===== config.mk =====
export PLATFORM = sky130hd
export DESIGN_NAME = bresen_stream
export DESIGN_NICKNAME = d
export VERILOG_FILES = /design/src/rtl/bresen_stream_pkg.sv /design/src/rtl/bresen_step.sv /design/src/rtl/bresen_stream.sv
export SDC_FILE = /design/constraint.sdc
export NUM_CORES = 1
export LEC_CHECK = 0
export CORE_MARGIN = 3
export CORE_UTILIZATION = 60
export DETAILED_ROUTE_END_ITERATION = 10
export PLACE_DENSITY = 0.82
export SYNTH_ARGS = -nofsm -noshare
export SYNTH_HDL_FRONTEND = slang
export SYNTH_SLANG_ARGS = --single-unit
export TNS_END_PERCENT = 20

===== constraint.sdc =====
create_clock -name clk -period 11.8 [get_ports clk]
set_input_delay 1.18 -clock clk [delete_from_list [all_inputs] [get_ports clk]]
set_output_delay 1.18 -clock clk [all_outputs]
set_load 0.01 [all_outputs]

===== src/rtl/bresen_stream_pkg.sv =====
// bresen_stream_pkg: shared types for the Bresenham line blocks.
//   state_t   : segment FSM states (IDLE, SETUP, RUN)
//   point2d_t : default COORD_W=16 point, kept as the legacy Point2D shape
//   make_point: builds a point2d_t from two signed coordinates
package bresen_stream_pkg;

    typedef enum logic [1:0] {IDLE, SETUP, RUN} state_t;

    localparam int POINT_W = 16;

    typedef struct packed {
        logic signed [POINT_W-1:0] x;
        logic signed [POINT_W-1:0] y;
    } point2d_t;

    function automatic point2d_t make_point(input logic signed [POINT_W-1:0] x,
                                            input logic signed [POINT_W-1:0] y);
        point2d_t p;
        p.x = x;
        p.y = y;
        return p;
    endfunction

endpackage


===== src/rtl/bresen_step.sv =====
// bresen_step: one combinational Bresenham step on a W-bit signed state.
//   x_i, y_i, err_i : current position and error term
//   dx_i, dy_i      : |dx| and -|dy|
//   sx_i, sy_i      : step directions (+1/-1)
//   x_o, y_o, err_o : position and error after one step
module bresen_step
    import bresen_stream_pkg::*;
#(
    parameter int W = 18
) (
    input  logic signed [W-1:0] x_i,
    input  logic signed [W-1:0] y_i,
    input  logic signed [W-1:0] err_i,
    input  logic signed [W-1:0] dx_i,
    input  logic signed [W-1:0] dy_i,
    input  logic signed [W-1:0] sx_i,
    input  logic signed [W-1:0] sy_i,
    output logic signed [W-1:0] x_o,
    output logic signed [W-1:0] y_o,
    output logic signed [W-1:0] err_o
);

    localparam logic signed [W-1:0] ZERO = '0;

    // 2*err is kept one bit wider so the doubling can never wrap.
    logic signed [W:0] e2, dx_e, dy_e;
    logic              step_x, step_y;

    assign e2     = {err_i, 1'b0};
    assign dx_e   = {dx_i[W-1], dx_i};
    assign dy_e   = {dy_i[W-1], dy_i};
    assign step_x = e2 >= dy_e;
    assign step_y = e2 <= dx_e;
    assign x_o    = step_x ? x_i + sx_i : x_i;
    assign y_o    = step_y ? y_i + sy_i : y_i;
    assign err_o  = err_i + (step_x ? dy_i : ZERO) + (step_y ? dx_i : ZERO);

endmodule


===== src/rtl/bresen_stream.sv =====
// bresen_stream: streaming Bresenham rasteriser, one segment in, one pixel per cycle out.
//   clk, rst                      : clock, synchronous active-high reset
//   in_valid/in_ready, p_*, q_*   : segment request handshake, endpoints P and Q
//   abort                         : cancel the current segment (no done pulse)
//   out_valid/out_ready, out_x/y  : pixel stream with backpressure
//   out_first, out_last           : first emitted pixel / pixel equal to Q
//   busy, done                    : segment in progress / completion pulse
// Optional: define BRESEN_CLIP_EN to drop pixels outside a CLIP_W x CLIP_H viewport.
module bresen_stream
    import bresen_stream_pkg::*;
#(
    parameter int COORD_W = 16,
    parameter int CLIP_W  = 640,
    parameter int CLIP_H  = 480
) (
    input  logic                      clk,
    input  logic                      rst,
    input  logic                      in_valid,
    output logic                      in_ready,
    input  logic signed [COORD_W-1:0] p_x,
    input  logic signed [COORD_W-1:0] p_y,
    input  logic signed [COORD_W-1:0] q_x,
    input  logic signed [COORD_W-1:0] q_y,
    input  logic                      abort,
    output logic                      out_valid,
    input  logic                      out_ready,
    output logic signed [COORD_W-1:0] out_x,
    output logic signed [COORD_W-1:0] out_y,
    output logic                      out_first,
    output logic                      out_last,
    output logic                      busy,
    output logic                      done
);

    localparam int W = COORD_W + 2;
    localparam logic signed [W-1:0] ZERO = '0;
    localparam logic signed [W-1:0] POS1 = W'(1);
    localparam logic signed [W-1:0] NEG1 = -W'(1);

    state_t                    state_q, state_d;
    logic signed [COORD_W-1:0] px_q, px_d, py_q, py_d, qx_q, qx_d, qy_q, qy_d;
    logic signed [W-1:0]       x_q, x_d, y_q, y_d, err_q, err_d;
    logic signed [W-1:0]       dx_q, dx_d, dy_q, dy_d, sx_q, sx_d, sy_q, sy_d;
    logic                      first_q, first_d, done_q, done_d;

    logic signed [W-1:0] ddx, ddy, nx, ny, nerr;
    logic                at_q, visible, adv;

    assign ddx  = W'(qx_q) - W'(px_q);
    assign ddy  = W'(qy_q) - W'(py_q);
    assign at_q = (x_q == W'(qx_q)) && (y_q == W'(qy_q));

`ifdef BRESEN_CLIP_EN
    localparam logic signed [W-1:0] VIEW_W = W'(CLIP_W);
    localparam logic signed [W-1:0] VIEW_H = W'(CLIP_H);
    assign visible = (x_q >= ZERO) && (x_q < VIEW_W) && (y_q >= ZERO) && (y_q < VIEW_H);
`else
    // Viewport is ignored in this build: every pixel is visible.
    assign visible = 1'b1 | (CLIP_W == 0) | (CLIP_H == 0);
`endif

    // Hidden pixels advance on their own; visible ones wait for the consumer.
    assign adv = (state_q == RUN) && (!visible || out_ready);

    bresen_step #(.W(W)) u_step (
        .x_i  (x_q),
        .y_i  (y_q),
        .err_i(err_q),
        .dx_i (dx_q),
        .dy_i (dy_q),
        .sx_i (sx_q),
        .sy_i (sy_q),
        .x_o  (nx),
        .y_o  (ny),
        .err_o(nerr)
    );

    always_comb begin
        state_d = state_q;
        px_d    = px_q;
        py_d    = py_q;
        qx_d    = qx_q;
        qy_d    = qy_q;
        x_d     = x_q;
        y_d     = y_q;
        err_d   = err_q;
        dx_d    = dx_q;
        dy_d    = dy_q;
        sx_d    = sx_q;
        sy_d    = sy_q;
        first_d = first_q;
        done_d  = 1'b0;
        case (state_q)
            IDLE: begin
                if (in_valid) begin
                    px_d    = p_x;
                    py_d    = p_y;
                    qx_d    = q_x;
                    qy_d    = q_y;
                    state_d = SETUP;
                end
            end
            SETUP: begin
                dx_d    = ddx < ZERO ? -ddx : ddx;
                dy_d    = ddy < ZERO ? ddy : -ddy;
                sx_d    = ddx < ZERO ? NEG1 : POS1;
                sy_d    = ddy < ZERO ? NEG1 : POS1;
                err_d   = (ddx < ZERO ? -ddx : ddx) + (ddy < ZERO ? ddy : -ddy);
                x_d     = W'(px_q);
                y_d     = W'(py_q);
                first_d = 1'b1;
                state_d = RUN;
            end
            RUN: begin
                if (adv) begin
                    first_d = visible ? 1'b0 : first_q;
                    if (at_q) begin
                        state_d = IDLE;
                        done_d  = 1'b1;
                    end else begin
                        x_d   = nx;
                        y_d   = ny;
                        err_d = nerr;
                    end
                end
            end
            default: state_d = IDLE;
        endcase
        if (abort) begin
            state_d = IDLE;
            done_d  = 1'b0;
        end
    end

    always_ff @(posedge clk) begin
        if (rst) begin
            state_q <= IDLE;
            px_q    <= '0;
            py_q    <= '0;
            qx_q    <= '0;
            qy_q    <= '0;
            x_q     <= '0;
            y_q     <= '0;
            err_q   <= '0;
            dx_q    <= '0;
            dy_q    <= '0;
            sx_q    <= '0;
            sy_q    <= '0;
            first_q <= 1'b0;
            done_q  <= 1'b0;
        end else begin
            state_q <= state_d;
            px_q    <= px_d;
            py_q    <= py_d;
            qx_q    <= qx_d;
            qy_q    <= qy_d;
            x_q     <= x_d;
            y_q     <= y_d;
            err_q   <= err_d;
            dx_q    <= dx_d;
            dy_q    <= dy_d;
            sx_q    <= sx_d;
            sy_q    <= sy_d;
            first_q <= first_d;
            done_q  <= done_d;
        end
    end

    assign in_ready  = state_q == IDLE;
    assign busy      = state_q != IDLE;
    assign out_valid = (state_q == RUN) && visible;
    assign out_x     = x_q[COORD_W-1:0];
    assign out_y     = y_q[COORD_W-1:0];
    assign out_first = out_valid && first_q;
    assign out_last  = out_valid && at_q;
    assign done      = done_q;

endmodule


==> summary.md, run 1 <==
| Metric | Value |
|---|---|
| Post-Route WL | 39.6 mm |
| Startpoint types | register |
| Root buf cell | clkbuf_16 |
| Residual DRC | 0 |
| Synth Area in Compound Gates | 0.235 |
| Non-filler cells, final | 2121 |
| Launch point of the critical path | px_q[0]$_SDFFE_PP0P_ |
| First-pass GRT wire length | 63.4 mm |
| Reg-to-Reg Start | px_q[0]$_SDFFE_PP0P_ |
| Max incr delay on CP | 900 ps |
| Fin nets | 2057 |
| Lkg Pwr | 0.00618 uW |
| Cell Area, Synth | 13700 sq um |
| Top Ports | 107 |
| CP Max Fanout | 11 |
| Hold_sp | px_q[12]$_SDFFE_PP0P_ |
| CP Class | reg -> reg |
| WL per Instance | 18.7 um |
| Crit-path cells | ha_1, inv_1, fa_1, a211o_1, a21oi_2, o21bai_4, a311o_1, a221oi_1, o21ai_1, fa_1, a21o_1, a21oi_1, o21a_1, nor3_1, a41o_1, o41ai_1, o311ai_0, xnor2_1, a211oi_1 |
| Yosys reg bits | 161 |
| CTS tree | done |
| Pwr Density | 165 nW/um^2 |
| Top delay family on crit path | compound AO/OA/AOI/OAI gates |
| Resize count post-CTS | 0 |
| Clk sink count | 161 |
| RSZ-0062 raised after global routing | no |
| Main combinational cell family by area after synthesis | compound AO/OA/AOI/OAI gates |
| Crit path buffers/inverters | 1 |
| Relative slew slack | 0.250 |
| Initial Util | 0.620 |
| Slew @ Worst Pin | 1130 ps |
| CTS buffer count | 17 |
| Cell mode on critical path | fa_1 |
| Tcrit/Tclk final | 0.510 |
| N_diodes | 0 |
| Status | finished clean |
| H-tree depth | 4 |
| Via count | 13.3k |
| Max clock buf depth | 2 |
| Post-synthesis sequential area ratio | 0.234 |
| CP max-delay cell | a221oi_1 |
| DR vias/cell | 6.25 |
| Total nets after synthesis | 2030 |
| Post-DRT Antenna Nets | 0 |
| Die ar. | 24800 sq um |
| Worst skew pair latency | 450 ps |
| Total gr overflow | 0 |
| Synth Instances | 1801 |
| Setup total negative slack | 0 ps |
| Largest net degree at the start of global routing | 91 |
| Postcts setup bufs | 0 |
| P&R area growth vs syn | 11.3% |
| Most used DFF post-synth | dfxtp_1 |
| Mux cell area share after synthesis | 0.00601 |
| Initial antenna violation count | 0 |
| Placed cell count | 2089 |
| Ys Warns | 0 |
| Max-cap violation count | 0 |
| Total GRT Usage | 0.318 |
| Placement Cell Area | 14700 sq um |
| Max VDD drop | 0.106 mV |
| Post-Synth Adder-Cell Area | 0.158 |
| Crit end category | register |
| Clock period minus worst slack | 6020 ps |
| XOR/XNOR Fraction of Synth Area | 0.0832 |
| Synthesized area per cell | 7.63 sq um |
| Yosys cell types | 88 |
| Skew final | 18.7 ps |
| Number of I/O port buffers | 106 |
| R2R Setup Slk | 5780 ps |
| Simple-gate share of the synthesized area | 0.210 |
| Hold buffers post-CTS | 0 |
| Async SR Flop Fraction | 0 |
| Vias in the first global route | 12.3k |
| DP HPWL | 29.8 mm |
| Layout cells sized above 1 | 0.0440 |
| Die Ht | 157 um |
| Post-synth EDFFs | 0 |
| F_max | 166 MHz |
| Final Max Tran Viols | 0 |
| Arrival time at the worst endpoint | 6370 ps |
| DR pass1 iterations | 5 |
| Starting DRT DRC Count | 1245 |
| Core box area | 22200 sq um |
| CTS clk-pin slew, worst paths | 70 ps |
| Routability cong. | 0.950 |
| Setup violators final | 0 |
| Design Area, Final | 15300 sq um |
| Fin. Hold Viols | 0 |
| # rows | 54 |
| Die width | 157 um |
| CP Data Required Time | 12150 ps |
| Worst Hold Class | reg -> reg |
-- flip-flops by register name, summed over array words and instances (netlist names) --
register,count
sy_q,1
state_q,2
y_q,18
err_q,18
dy_q,18
sx_q,2
x_q,18
done,1
py_q,16
qx_q,16
dx_q,18
qy_q,16
px_q,16
first_q,1
-- synth_stat cells, drive strengths merged (5+ instances only) --
library cell | instances | area [sq um]
nand2 | 253 | 950
a21oi | 163 | 827
dfxtp | 161 | 3220
nor2 | 148 | 573
ha | 137 | 1710
inv | 125 | 469
xnor2 | 101 | 903
o21ai | 90 | 450
clkbuf | 55 | 206
nor3 | 52 | 282
a211oi | 51 | 393
buf | 51 | 323
and2 | 37 | 231
o21a | 26 | 195
nand3 | 24 | 120
xor2 | 24 | 218
fa | 23 | 460
a31oi | 20 | 131
nand2b | 19 | 119
nand4 | 19 | 125
a21o | 17 | 128
nor2b | 17 | 106
o211ai | 14 | 105
or3 | 14 | 87.6
a311oi | 12 | 105
o21bai | 11 | 93.8
nor4 | 10 | 77.6
o211a | 10 | 100
o31ai | 9 | 67.6
o311ai | 8 | 77.6
and3 | 7 | 43.8
a21boi | 6 | 45.0
a221oi | 6 | 52.6
mux2i | 6 | 60.1
or2 | 6 | 37.5
a211o | 5 | 43.8
o31a | 5 | 43.8
-- worst reg2reg max path, delay by kind of cell, from the launching register on --
kind                       cells  cell delay, ps
buffers and inverters          1              60
AOI/OAI and AO/OA             13            4150
adders and majority gates      3            1130
DFF                            1             370
xor gates and xnor gates       1             180
and+or+nand+nor                1              60
-- area by class of cell --
type	instances	area [sq um]
clock inverters	13	163
inverters	126	473
repair buffers	114	1120
well taps	280	350
fillers	1819	6860
flip-flops and latches	161	3220
clock buffers	19	443
multi-input cells	1408	9530
-- layout by cell type (no fill, tap or decap), types with 7 or more instances in the layout --
cell type,netlist,routed
nor2b_1,17,16
o21ai_1,10,11
nand3_1,24,24
nor4_1,9,9
nand2_1,253,252
or3_1,14,14
xnor2_1,100,100
and2_1,37,36
o21bai_1,10,10
o21a_1,26,26
buf_4,33,9
clkdlybuf4s50_1,0,105
a21o_1,17,17
ha_1,137,137
fa_1,23,23
o21ai_0,80,79
nand2b_1,19,17
a21oi_1,160,160
a211oi_1,49,49
a311oi_1,12,12
and3_1,7,7
dfxtp_1,161,161
nor2_1,145,145
nor3_1,49,49
o31ai_1,9,9
inv_1,123,123
a31oi_1,19,19
xor2_1,23,23
clkbuf_16,0,17
o211ai_1,14,14
o211a_1,10,10
nand4_1,18,18
-- final timing paths --
path                                               end  cells after the start
worst max register to register  err_q[16]$_SDFFE_PP0P_                     19
worst min register to register   px_q[12]$_SDFFE_PP0P_                      2
worst max-delay path            err_q[16]$_SDFFE_PP0P_                     19
worst min-delay path             px_q[12]$_SDFFE_PP0P_                      2
-- kinds of logic after synthesis --
kind of cell    after synthesis
flops                       161
xor+xnor                    126
fa+ha+maj                   160
buf+inv                     232
mux                           8
compound gates              492
simple gates                622
-- where the power goes --
part           leakage, uW  internal, uW  switching [uW]
combinational      0.00457           530             779
clock             0.000289           326             262
sequential         0.00132           580            46.0
total              0.00618          1440            1090
-- per-layer routing --
layer | share of wire | global-route usage
met4 | 0.036 | 0.117
met3 | 0.078 | 0.0478
met2 | 0.45 | 0.506
met1 | 0.44 | 0.438
met5 | 0 | 0
-- through the flow --
step	hold slack (ps)	setup WS, ps	power (uW)	util
after floorplan	436	6910	1590	-
after global placement	444	5970	1860	0.663
after detailed placement	450	5890	1900	0.663
after CTS	460	5860	2490	0.691
after global routing	487	5260	2670	0.691
final	457	5780	2520	0.691
Power figures use the tool's default switching activity.
==> run 2: changes to the inputs <==
--- a/config.mk
+++ b/config.mk
@@ -6,9 +6,9 @@
 export NUM_CORES = 1
 export LEC_CHECK = 0
 export CORE_MARGIN = 3
-export CORE_UTILIZATION = 60
+export CORE_UTILIZATION = 55
 export DETAILED_ROUTE_END_ITERATION = 10
-export PLACE_DENSITY = 0.82
+export PLACE_DENSITY = 0.79
 export SYNTH_ARGS = -nofsm -noshare
 export SYNTH_HDL_FRONTEND = slang
 export SYNTH_SLANG_ARGS = --single-unit
==> constraint.sdc (replaced) <==
create_clock -name clk -period 5.1 [get_ports clk]
set_input_delay 0.51 -clock clk [delete_from_list [all_inputs] [get_ports clk]]
set_output_delay 0.51 -clock clk [all_outputs]
set_load 0.01 [all_outputs]
==> summary.md, run 2 (same netlist as run 1, synthesis figures left out) <==
| Metric | Value |
|---|---|
| Die width | 164 um (+4.3%) |
| Top Ports | 107 (unchanged) |
| Crit-path cells | inv_1, ha_1, inv_1, fa_2, a211o_1, a21oi_2, o21bai_4, a311o_1, a221o_1, buf_4, a21oi_1, xor2_1, ha_2, and3_1, a31oi_2, a21oi_1, a211o_1, a21o_1, a21oi_1, xnor2_1, o221a_1 |
| Relative slew slack | 0.200 (-0.0498) |
| M3 GR Usage | 0.0454 (-0.00244) |
| Worst r2r dst | err_q[17]$_SDFFE_PP0P_ |
| Hold_sp | py_q[8]$_SDFFE_PP0P_ |
| First-pass GRT wire length | 64.3 mm (+1.4%) |
| Core box area | 24500 sq um (+10%) |
| Skew final | 18.0 ps (-0.655 ps) |
| Max clock buf depth | 2 (unchanged) |
| Arrival time at the worst endpoint | 5170 ps (-1200 ps) |
| Cell mode on critical path | a21oi_1 |
| Clk sink count | 161 (unchanged) |
| CTS clk-pin slew, worst paths | 70 ps (about the same) |
| P&R area growth vs syn | 14.3% |
| DP HPWL | 30.3 mm (+1.6%) |
| CTS tree | done |
| Total GRT Usage | 0.299 (-0.0189) |
| Post-Route WL | 40.7 mm (+2.8%) |
| Met2 usage | 0.474 (-0.0321) |
| Most frequent cells in the layout | nand2_1 (252), dfxtp_1 (161), a21oi_1 (159) |
| CP Max Fanout | 10 (-1) |
| Final Max Tran Viols | 0 (unchanged) |
| Placement Cell Area | 15000 sq um (+1.9%) |
| Setup violators final | 0 (unchanged) |
| M1 GR Usage | 0.413 (-0.0249) |
| Pwr Total | 6030 uW (+140%) |
| Root buf cell | clkbuf_16 |
| Initial antenna violation count | 0 (unchanged) |
| Fin nets | 2093 (+1.8%) |
| Number of I/O port buffers | 106 (unchanged) |
| Worst skew pair latency | 450 ps (about the same) |
| CP Data Required Time | 5430 ps (-6720 ps) |
| Startpoint types | register |
| Hold buffers post-CTS | 0 (unchanged) |
| Crit end category | register |
| Die Ht | 164 um (+4.3%) |
| Status | finished clean |
| F_max | 207 MHz (+24%) |
| Tcrit/Tclk final | 0.949 (+0.439) |
| DR pass1 iterations | 5 (unchanged) |
| DR vias/cell | 6.08 (-2.7%) |
| Clock period minus worst slack | 4840 ps (-1180 ps) |
| Routability cong. | 0.959 (+0.96%) |
| Slew @ Worst Pin | 1200 ps (+74.7 ps) |
| WL per Instance | 18.5 um (-0.90%) |
| Hold path cells | 2 (unchanged) |
| Largest net degree at the start of global routing | 99 (+8.8%) |
| Max VDD drop | 0.241 mV (+130%) |
| RSZ-0062 raised after global routing | no |
| Design Area, Final | 15700 sq um (+2.7%) |
| Worst Hold Class | reg -> reg |
| Commonest non-fill, non-tap cell in the layout | nand2_1 |
| Lkg Pwr | 0.00638 uW (+3.2%) |
| Reg-to-Reg Start | qx_q[0]$_SDFFE_PP0P_ |
| Starting DRT DRC Count | 1062 (-15%) |
| CP max-delay cell | fa_2 |
| CP Class | reg -> reg |
| Pwr Density | 384 nW/um^2 (+130%) |
| Max-cap violation count | 0 (unchanged) |
| Die ar. | 26900 sq um (+8.7%) |
| H-tree depth | 4 (unchanged) |
| Initial Util | 0.562 (-0.0584) |
| Hold Crit Endpoint | py_q[8]$_SDFFE_PP0P_ |
| Max incr delay on CP | 360 ps (-540 ps) |
| Post-DRT Antenna Nets | 0 (unchanged) |
| Via count | 13.4k (+0.96%) |
| R2R Setup Slk | 260 ps (-5520 ps) |
| N_diodes | 0 (unchanged) |
| Gr busiest metal | met2 |
| Residual DRC | 0 (unchanged) |
| Vias in the first global route | 12.4k (+0.49%) |
| Fin. Hold Viols | 0 (unchanged) |
| Path depth of the worst reg2reg path | 21 (+2) |
| Total gr overflow | 0 (unchanged) |
| CTS buffer count | 17 (unchanged) |
| # rows | 57 (+5.6%) |
| Layout cells sized above 1 | 0.0714 (+0.0274) |
## run 2: metal layers
layer | up-vias | wire [um]
li1 | 6441 | -
met1 | 6300 | 17900
met2 | 557 | 18500
met3 | 79 | 3170
met4 | 0 | 1190
met5 | - | 0
## run 2: repair_timing
| item | in CTS | in global routing |
|---|---|---|
| setup endpoints to repair | 2 | 8 |
| pin swaps | 0 | 10 |
| buffers inserted | 0 | 6 |
| gates cloned | 0 | 0 |
| resized for setup | 2 | 21 |
## run 2: cell type report
type / count / area (sq um)
fillers: 2133 / 8750
well taps: 324 / 405
multi-input cells: 1408 / 9620
clock buffers: 18 / 439
repair buffers: 150 / 1390
inverters: 126 / 473
clock inverters: 14 / 164
flip-flops and latches: 161 / 3220
## run 2: worst max-delay path by stage
| stage | start | end | slack (ps) | cells past startpoint |
|---|---|---|---|---|
| after CTS | qx_q[0]$_SDFFE_PP0P_ | err_q[16]$_SDFFE_PP0P_ | 5 | 23 |
| final | qx_q[0]$_SDFFE_PP0P_ | err_q[17]$_SDFFE_PP0P_ | 260 | 21 |
| after detailed placement | err_q[5]$_SDFFE_PP0P_ | err_q[17]$_SDFFE_PP0P_ | -60 | 18 |
| after floorplan | qx_q[0]$_SDFFE_PP0P_ | err_q[16]$_SDFFE_PP0P_ | 210 | 21 |
| after global routing | dy_q[1]$_SDFFE_PP0P_ | err_q[17]$_SDFFE_PP0P_ | 30 | 21 |
| after global placement | dy_q[1]$_SDFFE_PP0P_ | err_q[14]$_SDFFE_PP0P_ | 120 | 20 |
## run 2: per-stage QoR
stage	setup slack (ps)	std cells	TNS [ps]	utilization	hold WS [ps]
final	259	2201	0	0.642	455
after global placement	115	2163	0	0.612	445
after CTS	4.66	2195	0	0.637	457
after global routing	26.8	2201	0	0.642	481
after floorplan	209	1801	0	-	436
after detailed placement	-58.8	2163	-98.9	0.612	447
## run 2: worst max-delay path: cells and delay by family (launching register included)
kind,cells,cell delay (ps)
buffers and inverters,3,300
and+or+nand+nor,1,190
adders and majority gates,3,880
AOI/OAI and AO/OA,12,2640
DFF,1,340
xor gates and xnor gates,2,380
## run 2: power by group
part	switching, uW	internal (uW)
Combinational	1870	1400
Sequential	98.9	1340
Clock	657	674
